<file path="src/rtl/e203_subsys_rtc_tickgen.sv">
// e203_subsys_rtc_tickgen
// ----------------------------------------------------------------------------
// Programmable real-time-clock tick generator with an ICB register port.
// A DIV_W-bit prescaler counts 0..DIV. Each time it wraps, rtc_toggle inverts
// and the 32-bit TICKS counter increments. rtc_toggle drives the CLINT
// rtcToggle input.
//
// Register map (decoded on addr[3:2] when addr[11:4] == 0):
//   0x0 CTRL  : bit0 = en, other bits read 0
//   0x4 DIV   : bits[DIV_W-1:0] divisor (writing it restarts the prescaler)
//   0x8 CNT   : read-only prescaler value (writes are ignored, no error)
//   0xC TICKS : toggle count; any write clears it
// Accesses with addr[11:4] != 0 return err=1 and rdata=0, with no side effect.
//
// Ports:
//   clk, rst_n           : clock and synchronous active-low reset
//   tick_icb_cmd_*       : command channel (valid/ready/addr/read/wdata/wmask)
//   tick_icb_rsp_*       : response channel (valid/ready/err/rdata)
//   tm_stop              : freezes the prescaler while high
//   rtc_toggle           : registered square-wave tick output
//
// Handshake: a command is accepted on any edge where cmd_valid & cmd_ready.
// cmd_ready = ~rsp_valid | rsp_ready, so at most one response is ever
// outstanding. The response becomes valid on the edge after the accept.
// Its data and error bits are captured from the register state as it was
// before that edge. They hold steady until rsp_valid & rsp_ready. A write
// updates its register on the accept edge itself.
// ----------------------------------------------------------------------------
module e203_subsys_rtc_tickgen #(
  parameter int               DIV_W   = 16,
  parameter logic [DIV_W-1:0] RST_DIV = 16'd511
) (
  input  logic        clk,
  input  logic        rst_n,
  input  logic        tick_icb_cmd_valid,
  output logic        tick_icb_cmd_ready,
  input  logic [31:0] tick_icb_cmd_addr,
  input  logic        tick_icb_cmd_read,
  input  logic [31:0] tick_icb_cmd_wdata,
  input  logic [3:0]  tick_icb_cmd_wmask,
  output logic        tick_icb_rsp_valid,
  input  logic        tick_icb_rsp_ready,
  output logic        tick_icb_rsp_err,
  output logic [31:0] tick_icb_rsp_rdata,
  input  logic        tm_stop,
  output logic        rtc_toggle
);

  logic             en;
  logic [DIV_W-1:0] div;
  logic [DIV_W-1:0] cnt;
  logic [31:0]      ticks;
  logic             toggle_q;
  logic             rsp_valid_q;
  logic             rsp_err_q;
  logic [31:0]      rsp_rdata_q;

  logic             accept;
  logic             in_range;
  logic             wr;
  logic             wr_ctrl;
  logic             wr_div;
  logic             wr_ticks;
  logic             adv;
  logic             hit;
  logic [31:0]      div_ext;
  logic [31:0]      cnt_ext;
  logic [31:0]      rd_mux;
  logic             unused_bits;

  // Byte mask, the upper address bits, the low address bits and the wdata
  // bits above DIV_W play no part in decoding.
  assign unused_bits = ^{tick_icb_cmd_wmask, tick_icb_cmd_addr[31:12],
                         tick_icb_cmd_addr[1:0], tick_icb_cmd_wdata};

  assign tick_icb_cmd_ready = ~rsp_valid_q | tick_icb_rsp_ready;
  assign accept             = tick_icb_cmd_valid & tick_icb_cmd_ready;
  assign in_range           = (tick_icb_cmd_addr[11:4] == 8'd0);
  assign wr                 = accept & ~tick_icb_cmd_read & in_range;
  assign wr_ctrl            = wr & (tick_icb_cmd_addr[3:2] == 2'd0);
  assign wr_div             = wr & (tick_icb_cmd_addr[3:2] == 2'd1);
  assign wr_ticks           = wr & (tick_icb_cmd_addr[3:2] == 2'd3);

  // A DIV write restarts the prescaler from zero. It suppresses the
  // advance, and therefore any toggle, on that edge.
  assign hit = (cnt == div);
  assign adv = en & ~tm_stop & ~wr_div;

  always_comb begin
    div_ext              = '0;
    div_ext[DIV_W-1:0]   = div;
    cnt_ext              = '0;
    cnt_ext[DIV_W-1:0]   = cnt;
    rd_mux               = '0;
    if (in_range) begin
      case (tick_icb_cmd_addr[3:2])
        2'd0:    rd_mux = {31'd0, en};
        2'd1:    rd_mux = div_ext;
        2'd2:    rd_mux = cnt_ext;
        default: rd_mux = ticks;
      endcase
    end
  end

  always_ff @(posedge clk) begin
    if (!rst_n) begin
      en          <= 1'b0;
      div         <= RST_DIV;
      cnt         <= '0;
      ticks       <= '0;
      toggle_q    <= 1'b0;
      rsp_valid_q <= 1'b0;
      rsp_err_q   <= 1'b0;
      rsp_rdata_q <= '0;
    end else begin
      // The current edge still uses the old en; the new value applies
      // from the next edge.
      if (wr_ctrl) en <= tick_icb_cmd_wdata[0];
      if (wr_div)  div <= tick_icb_cmd_wdata[DIV_W-1:0];

      if (wr_div)         cnt <= '0;
      else if (adv)       cnt <= hit ? '0 : cnt + 1'b1;

      if (adv && hit) toggle_q <= ~toggle_q;

      // A clear that lands on a tick edge wins over the increment.
      if (wr_ticks)         ticks <= '0;
      else if (adv && hit)  ticks <= ticks + 32'd1;

      if (accept) begin
        rsp_valid_q <= 1'b1;
        rsp_err_q   <= ~in_range;
        rsp_rdata_q <= rd_mux;
      end else if (tick_icb_rsp_ready) begin
        rsp_valid_q <= 1'b0;
      end
    end
  end

  assign tick_icb_rsp_valid = rsp_valid_q;
  assign tick_icb_rsp_err   = rsp_err_q;
  assign tick_icb_rsp_rdata = rsp_rdata_q;
  assign rtc_toggle         = toggle_q;

endmodule

</file>
<file path="config.mk">
export PLATFORM = sky130hd
export DESIGN_NAME = e203_subsys_rtc_tickgen
export DESIGN_NICKNAME = d
export VERILOG_FILES = /design/src/rtl/e203_subsys_rtc_tickgen.sv
export SDC_FILE = /design/constraint.sdc
export NUM_CORES = 1
export LEC_CHECK = 0
export ABC_AREA = 0
export BUFFER_PORTS_ARGS = -buffer_cell sky130_fd_sc_hd__buf_2
export CORE_MARGIN = 2
export CORE_UTILIZATION = 55
export DETAILED_ROUTE_END_ITERATION = 16
export HOLD_SLACK_MARGIN = 0.05
export PLACE_DENSITY = 0.81
export SLEW_MARGIN = 10
export SYNTH_ARGS = -nofsm -noshare
export SYNTH_HDL_FRONTEND = slang
export SYNTH_SLANG_ARGS = --single-unit
</file>
<file path="constraint.sdc">
create_clock -name clk -period 2.3 [get_ports clk]
set_input_delay 0.345 -clock clk [delete_from_list [all_inputs] [get_ports clk]]
set_output_delay 0.345 -clock clk [all_outputs]
set_load 0.03 [all_outputs]
</file>
==> results.md, run 1 <==
* Core Util, Final at 66.0%
* Final instance area at 0.00579 mm2
* Layout cell share with drive strength beyond 1 at 21.1%
* # H-tree levels at 3
* Worst Hold Slack at 167 ps
* Fmax at 471 MHz
* Initial detailed-routing violation count at 245
* Ant. Diodes at 0
* Largest net degree at the start of global routing at 74
* Buffers on Ports at 67
* R2r startpoint: cnt[2]
* # rows at 34
* Vias in the first global route at 4644
* CP Launch Type: flip-flop
* Grt ovf at 0
* Cell area power density at 521 mW/mm2
* Yosys Warn Count at 0
* # setup viols final at 0
* Status: finished clean
* Setup Skew at 13.6 ps
* Max cap viols at 0
* CTS root buffer: clkbuf_8
* Critical path class: flip-flop to flip-flop
* Deepest clock path buffer count at 2
* Syn_area_per_cell at 8.14 um2
* # nets final at 764
* Syn Std Cell Area at 0.00501 mm2
* Final ANT Viol Nets at 0
* Gate Count Post-Synth at 616
* Drt wl/cell at 17.4 um
* Top FF cell, synth: dfxtp_1
* Clk Latency, worst-skew pair at 380 ps
* Critical path data required time at 2560 ps
* Die extent in x at 99.5 um
* M2 GR Usage at 48.8%
* Placed inst area at 0.00558 mm2
* M3 GR Usage at 4.08%
* Arr. time, crit path at 2380 ps
* Syn_nets at 692
* # DRC at 0
* Worst slew pin tran at 1010 ps
* Dpl cells at 784
* Setup TNS at 0 ps
* Worst relative slew slack at 32.4%
* Worst setup EP type: flip-flop
* Post-Layout Cell Count at 801
* Maximum vdd ir drop at 321 uV
* CTS clk-pin slew, worst paths at 100 ps
* Final WL at 14000 um
* Period utilization at 92.3%
* Beginning of the critical path: cnt[2]
* Global-route wire length before repair at 22500 um
* Clock net sink count at 100
* Cts bufs inserted at 9
* RD Place Congestion at 0.954
* Die ar. at 0.00990 mm2
* Area grow syn2layout at 15.4%
* Worst-path fanout max at 73
* CTS tree: done
* Most frequent cells in the layout: 100 x dfxtp_1, 99 x nand2_1, 75 x a21oi_1, 67 x buf_2
* Filler instances at 759
* Leak Pwr at 0.00211 uW
* Max Slew Vio Count at 0
* Period minus WS final at 2120 ps
* GR peak layer: met2
* Die H at 99.5 um
* #FFs+latches synth at 100
* Hold path start: tick_icb_cmd_wdata[2]
* I/O pin cnt at 110
* Antenna violations before repair at 0
* Final Hold Viols at 0
* Core Box Area at 0.00876 mm2
* Sequential fraction of the synthesis area at 39.9%
* GRT Resource Usage Total at 28.3%
* Worst hold path class: primary input to flip-flop
* RSZ-0062 raised after global routing: false
* Routed vias/inst at 6.36
* Detail Placement HPWL at 10200 um
* Starting Density at 57.2%
* Number of synthesized flops with an enable pin at 0
* Commonest non-fill, non-tap cell in the layout: dfxtp_1
* Vias at 5093
* Yosys cell types at 54
* M1 GR Usage at 34.7%
* TritonRoute pass-1 iters at 5
* # hold bufs at CTS at 0
* Asr flop ratio synth at 0%
==> sequential cells by signal, indices dropped and copies added, names as in the netlist <==
register            cells
en                      1
tick_icb_rsp_valid      1
cnt                    16
ticks                  32
tick_icb_rsp_err        1
rtc_toggle              1
tick_icb_rsp_rdata     32
div                    16
==> cells by family after synthesis <==
| family | count (synthesis) | synth area share, % |
|---|---|---|
| buffers and inverters | 55 | 4.84 |
| XOR/XNOR | 16 | 2.79 |
| flip-flops | 100 | 39.9 |
| AO/OA/AOI/OAI | 170 | 21.6 |
| AND/OR/NAND/NOR | 261 | 27.4 |
| adder cells (fa/ha/maj) | 2 | 0.499 |
| multiplexers | 12 | 2.89 |
==> worst paths after layout <==
path	end	slack (ps)	cells past startpoint
setup / recovery	ticks[12]	180	6
hold / removal	div[2]	170	3
setup reg to reg	ticks[12]	180	6
hold reg to reg	tick_icb_rsp_rdata[25]	450	2
==> per-layer routing <==
layer / vias up / routed length, um
met5: - / 0
met4: 0 / 533
met3: 41 / 889
met2: 227 / 7010
met1: 2392 / 5540
li1: 2433 / -
==> through the flow <==
| step | setup WS [ps] | total power, uW |
|---|---|---|
| floorplan | 135 | 1870 |
| global placement | 169 | 1940 |
| detailed placement | 141 | 1950 |
| CTS | 122 | 3030 |
| global route | 7.26 | 3100 |
| finish | 178 | 3020 |
==> Yosys cell counts (all sizes together), types with 4 or more instances <==
| cell type | n | area [um2] |
|---|---|---|
| a22oi | 18 | 135 |
| and4 | 4 | 35.0 |
| o21ai | 12 | 67.6 |
| buf | 24 | 126 |
| nor2b | 5 | 31.3 |
| nand4 | 17 | 128 |
| xor2 | 16 | 140 |
| nand2 | 99 | 372 |
| nor4 | 9 | 83.8 |
| nor3 | 7 | 40.0 |
| and2 | 9 | 56.3 |
| or4 | 27 | 203 |
| or3 | 5 | 31.3 |
| o31ai | 34 | 255 |
| inv | 10 | 37.5 |
| mux2 | 10 | 113 |
| a21oi | 75 | 375 |
| clkbuf | 21 | 78.8 |
| a31oi | 4 | 25.0 |
| o211ai | 6 | 45.0 |
| a32oi | 6 | 52.6 |
| o2111ai | 4 | 35.0 |
| dfxtp | 100 | 2000 |
| nor2 | 39 | 149 |
| nand3 | 26 | 135 |
| a2bb2oi | 4 | 35.0 |
==> cell type report <==
class / instances / area (um2) / area share (%)
Clock buffer: 10 / 138 / 2.38
Clock inverter: 6 / 55.1 / 0.951
Inverter: 10 / 37.5 / 0.649
Multi-Input combinational cell: 461 / 2780 / 48.0
Sequential cell: 100 / 2000 / 34.6
Tap cell: 108 / 135 / 2.33
Timing Repair Buffer: 106 / 641 / 11.1
==> what timing repair did <==
action / in CTS / in global routing
gates resized for setup: 0 / 1
setup buffers: 0 / 1
setup endpoints to repair: 0 / 4
==> critical path, cell delays in order (launching register included) <==
cell and delay [ps]:
dfxtp_1 360, xor2_1 180, nor4_1 310, nand4_1 220, buf_12 250, nor4b_2 330
mux2_1 340
==> report_power, final <==
| part | switching, uW | internal (uW) | total (uW) |
|---|---|---|---|
| registers | 8.14 | 1740 | 1750 |
| clock network | 663 | 442 | 1100 |
| logic | 106 | 58.8 | 165 |
Note: power is estimated with default switching activity, not from simulation.
==> inputs of run 2 (changes only) <==
- CORE_MARGIN: 2 -> 10
==> results.md, run 2 (synthesis gave the netlist of run 1 again) <==
* Dpl cells at 790
* Worst-path fanout max at 54
* Post-Layout Cell Count at 808
* Beginning of the critical path: cnt[2]
* R2r startpoint: cnt[2]
* CTS tree: done
* Pre-CTS WS at 89.9 ps
* Worst setup EP type: flip-flop
* GRT Resource Usage Total at 22.0%
* Ant. Diodes at 0
* Setup Skew at 8.12 ps
* Maximum vdd ir drop at 296 uV
* Layout cell share with drive strength beyond 1 at 21.7%
* Setup TNS at 0 ps
* # H-tree levels at 3
* Met3 routed WL at 926 um
* Worst reg2reg path depth at 7
* Antenna violations before repair at 0
* Hold path start: tick_icb_cmd_wdata[5]
* Max cap viols at 0
* Buffers on Ports at 67
* Cell area power density at 512 mW/mm2
* Hold Path End: div[5]
* Detail Placement HPWL at 11000 um
* RD Place Congestion at 0.999
* Commonest non-fill, non-tap cell in the layout: dfxtp_1
* Period utilization at 96.9%
* Max Slew Vio Count at 0
* Die extent in x at 115 um
* I/O pin cnt at 110
* Min-Delay Path Depth at 3
* Routed vias/inst at 6.21
* # DRC at 0
* Critical path data required time at 2570 ps
* Clk Latency, worst-skew pair at 370 ps
* Gate family responsible for the most delay along the worst path: simple AND/OR/NAND/NOR gates
* Vias in the first global route at 4904
* CTS root buffer: clkbuf_8
* Final Hold Viols at 0
* # nets final at 772
* # setup viols final at 0
* Worst setup margin at 71.7 ps
* Reg2reg setup slack at 70 ps
* Deepest clock path buffer count at 2
* Most frequent cells in the layout: 100 x dfxtp_1, 99 x nand2_1, 75 x a21oi_1, 67 x buf_2, 45 x buf_4
* Critical path class: flip-flop to flip-flop
* Worst relative slew slack at 31.2%
* Largest net degree at the start of global routing at 55
* CTS resizes at 0
* Final ANT Viol Nets at 0
* Slowest cell on crit path: nor4b_1
* CTS clk-pin slew, worst paths at 100 ps
* Drt wl/cell at 18.1 um
* Initial detailed-routing violation count at 438
* Final WL at 14600 um
* Fmax at 449 MHz
* WL met1 at 5690 um
* Final instance area at 0.00584 mm2
* Leak Pwr at 0.00215 uW
* Starting Density at 56.9%
* Placed inst area at 0.00564 mm2
* Status: finished clean
* Slowest stage delay, CP at 400 ps
* Clock net sink count at 100
* Crit-path cells: xor2_1 > nor4_1 > nand4_1 > buf_4 > buf_12 > nor4b_1 > mux2_1
* CP Launch Type: flip-flop
* TritonRoute pass-1 iters at 5
* Die ar. at 0.0133 mm2
* Max layer used: met4
* Die H at 115 um
* Worst hold path class: primary input to flip-flop
* Cts bufs inserted at 9
* Reg2reg end: ticks[12]
* CP bufs+invs at 2
* Core Box Area at 0.00881 mm2
* # rows at 34
* Global-route wire length before repair at 23900 um
* Vias at 5017
* Area grow syn2layout at 16.5%
* Grt ovf at 0
* Metal2 WL at 7260 um
* Period minus WS final at 2230 ps
* Worst slew pin tran at 1030 ps
* Arr. time, crit path at 2490 ps
[run 2: report_power, final]
part	switching, uW	internal (uW)	leakage, uW
Clock	665	413	0.0000937
Combinational	106	59.4	0.00125
Sequential	8.02	1740	0.000806
Total	779	2210	0.00215
[run 2: area by class of cell]
class | instances | area (um2)
fillers | 773 | 2960
multi-input cells | 461 | 2770
flip-flops and latches | 100 | 2000
repair buffers | 114 | 713
well taps | 108 | 135
clock buffers | 9 | 124
clock inverters | 6 | 57.6
inverters | 10 | 37.5
[run 2: metal layers]
metal | GRT usage [%] | up-vias
met5 | 0 | -
met4 | 12.3 | 0
met3 | 4.19 | 58
met2 | 37.8 | 162
met1 | 25.2 | 2347
li1 | - | 2450
[run 2: worst max path at each step]
| stage | end | slack [ps] | depth (start not counted) |
|---|---|---|---|
| 4_1_cts | ticks[12] | 60 | 6 |
| 3_3_place_gp | cnt[9] | 130 | 6 |
| 5_1_grt | ticks[12] | -9 | 7 |
| 3_5_place_dp | tick_icb_rsp_rdata[4] | 90 | 7 |
| 6_report | ticks[12] | 70 | 7 |
| 2_1_floorplan | ticks[10] | 130 | 7 |
[run 2: worst reg2reg max path: stages (launching register included)]
cell and delay (ps):
dfxtp_1 390, xor2_1 180, nor4_1 310, nand4_1 130, buf_4 180, buf_12 180, nor4b_1 400, mux2_1 360
[run 2: through the flow]
| stage | power, uW | hold WS [ps] | utilization (%) |
|---|---|---|---|
| after floorplan | 1870 | 452 | - |
| after global placement | 1950 | 437 | 64.0 |
| after detailed placement | 1950 | 440 | 64.0 |
| after CTS | 3010 | 163 | 66.1 |
| after global routing | 3100 | 171 | 66.4 |
| final | 2990 | 177 | 66.4 |
[run 2: repair_timing]
action,CTS,global route
hold buffers,0,0
setup endpoints to repair,0,8
setup buffers,0,3
==> inputs of run 3 (changes only) <==
- CORE_ASPECT_RATIO: not set -> 0.9
- GPL_ROUTABILITY_DRIVEN: not set -> 0
- TNS_END_PERCENT: not set -> 1
==> results.md, run 3 (synthesis gave the netlist of run 1 again) <==
* Status: finished clean
* Period minus WS final at 2220 ps
* Die extent in x at 121 um
* Final ANT Viol Nets at 0
* Antenna violations before repair at 0
* Worst setup EP type: flip-flop
* Crit-path cells: xor2_1 > nor4_2 > nand4_1 > buf_6 > buf_4 > or4b_1 > a31oi_1
* Initial detailed-routing violation count at 548
* Setup TNS at 0 ps
* TritonRoute pass-1 iters at 5
* Core Box Area at 0.00873 mm2
* GRT Resource Usage Total at 21.2%
* Final WL at 14600 um
* Worst-path fanout max at 32
* # rows at 32
* Critical path depth at 7
* Critical path data required time at 2600 ps
* Drt wl/cell at 18.1 um
* Critical path class: flip-flop to flip-flop
* CP Launch Type: flip-flop
* Worst slew pin tran at 1100 ps
* Worst Hold Slack at 169 ps
* Routed vias/inst at 6.31
* Min-Delay Path Depth at 3
* Deepest clock path buffer count at 2
* Worst reg2reg path depth at 7
* Vias in the first global route at 4771
* Gate family responsible for the most delay along the worst path: simple AND/OR/NAND/NOR gates
* Maximum vdd ir drop at 292 uV
* Hold path start: tick_icb_cmd_wdata[2]
* CP bufs+invs at 2
* Arr. time, crit path at 2520 ps
* Total power at 2990 uW
* Die ar. at 0.0133 mm2
* Die H at 111 um
* Final Hold Viols at 0
* Largest net degree at the start of global routing at 43
* Pre-CTS WS at 79.5 ps
* Clk Latency, worst-skew pair at 380 ps
* Layout cell share with drive strength beyond 1 at 21.3%
* I/O pin cnt at 110
* Core Util, Final at 66.3%
* Most frequent cells in the layout: 99 x nand2_1, 96 x dfxtp_1, 75 x a21oi_1, 67 x buf_2, 38 x nor2_1
* Global-route wire length before repair at 23800 um
* Clock net sink count at 100
* Hold Path End: div[2]
* Starting Density at 57.5%
* RSZ-0062 raised after global routing: false
* # setup viols final at 0
* # hold bufs at CTS at 0
* Slowest cell on crit path: or4b_1
* Ant. Diodes at 0
* Max cap viols at 0
* Cell area power density at 516 mW/mm2
* CTS clk-pin slew, worst paths at 100 ps
* Worst hold path class: primary input to flip-flop
* Commonest non-fill, non-tap cell in the layout: nand2_1
* # nets final at 760
* Worst setup margin at 77.3 ps
* Cts bufs inserted at 9
* R2r startpoint: div[11]
* Filler instances at 703
* Buffers on Ports at 67
* Period utilization at 96.6%
* Grt ovf at 0
* Reg2reg end: cnt[14]
* Leak Pwr at 0.00208 uW
* Detail Placement HPWL at 10800 um
* Fmax at 450 MHz
* Setup Skew at 14.5 ps
* # DRC at 0
* Reg2reg setup slack at 80 ps
* Max Slew Vio Count at 0
* Area grow syn2layout at 15.4%
* CTS tree: done
* CTS root buffer: clkbuf_8
* Slowest stage delay, CP at 450 ps
* # H-tree levels at 3
* Worst relative slew slack at 26.5%
* Vias at 5098
[run 3: changes by cell type in the layout (fill, tap and decap cells not counted), moves of 2 or more]
cell        before  now
clkinv_4         3    1
buf_4           45   33
inv_8            2    0
dfxtp_2          0    4
clkinvlp_4       0    2
nor4_2           2    4
nor4_1           6    4
dfxtp_1        100   96
[run 3: cell type report]
class | instances | area, um2 | share of cell area, %
flip-flops and latches | 100 | 2010 | 34.7
inverters | 10 | 37.5 | 0.649
multi-input cells | 461 | 2790 | 48.3
clock buffers | 10 | 128 | 2.21
repair buffers | 102 | 614 | 10.6
clock inverters | 6 | 57.6 | 0.995
well taps | 119 | 149 | 2.57
[run 3: worst max-delay path by stage]
stage	startpoint	endpoint	slack (ps)
final	div[11]	cnt[14]	80
after global routing	cnt[3]	cnt[14]	9
after CTS	cnt[3]	cnt[14]	40
after detailed placement	cnt[3]	cnt[14]	80
after global placement	cnt[3]	cnt[14]	110
after floorplan	tick_icb_rsp_valid	ticks[10]	130
[run 3: layer usage]
metal	track usage [%]	wire (um)	up-vias
li1	-	-	2416
met4	6.32	250	0
met3	6.91	1740	35
met5	0	0	-
met2	31.2	6380	285
met1	28.7	6230	2362
[run 3: where the power goes]
group          switching, uW  internal (uW)  leakage, uW  total, uW
Sequential              6.87           1740     0.000808       1740
Clock                    667            413    0.0000863       1080
Combinational            108           55.5      0.00118        164
Total                    782           2210      0.00208       2990
[run 3: worst min-delay path: cells and delay by family]
family	cells	cell delay (ps)
buf+inv	1	80
simple gates	2	100
[run 3: timing repair]
item	in CTS	in global routing
gates resized for setup	0	8
endpoints found under the setup margin	0	13
setup buffers	0	0
[run 3: stage by stage]
step	cell area [um2]	cells
finish	5790	808
global placement	5570	792
floorplan	5010	616
CTS	5760	808
detailed placement	5570	792
global route	5790	808
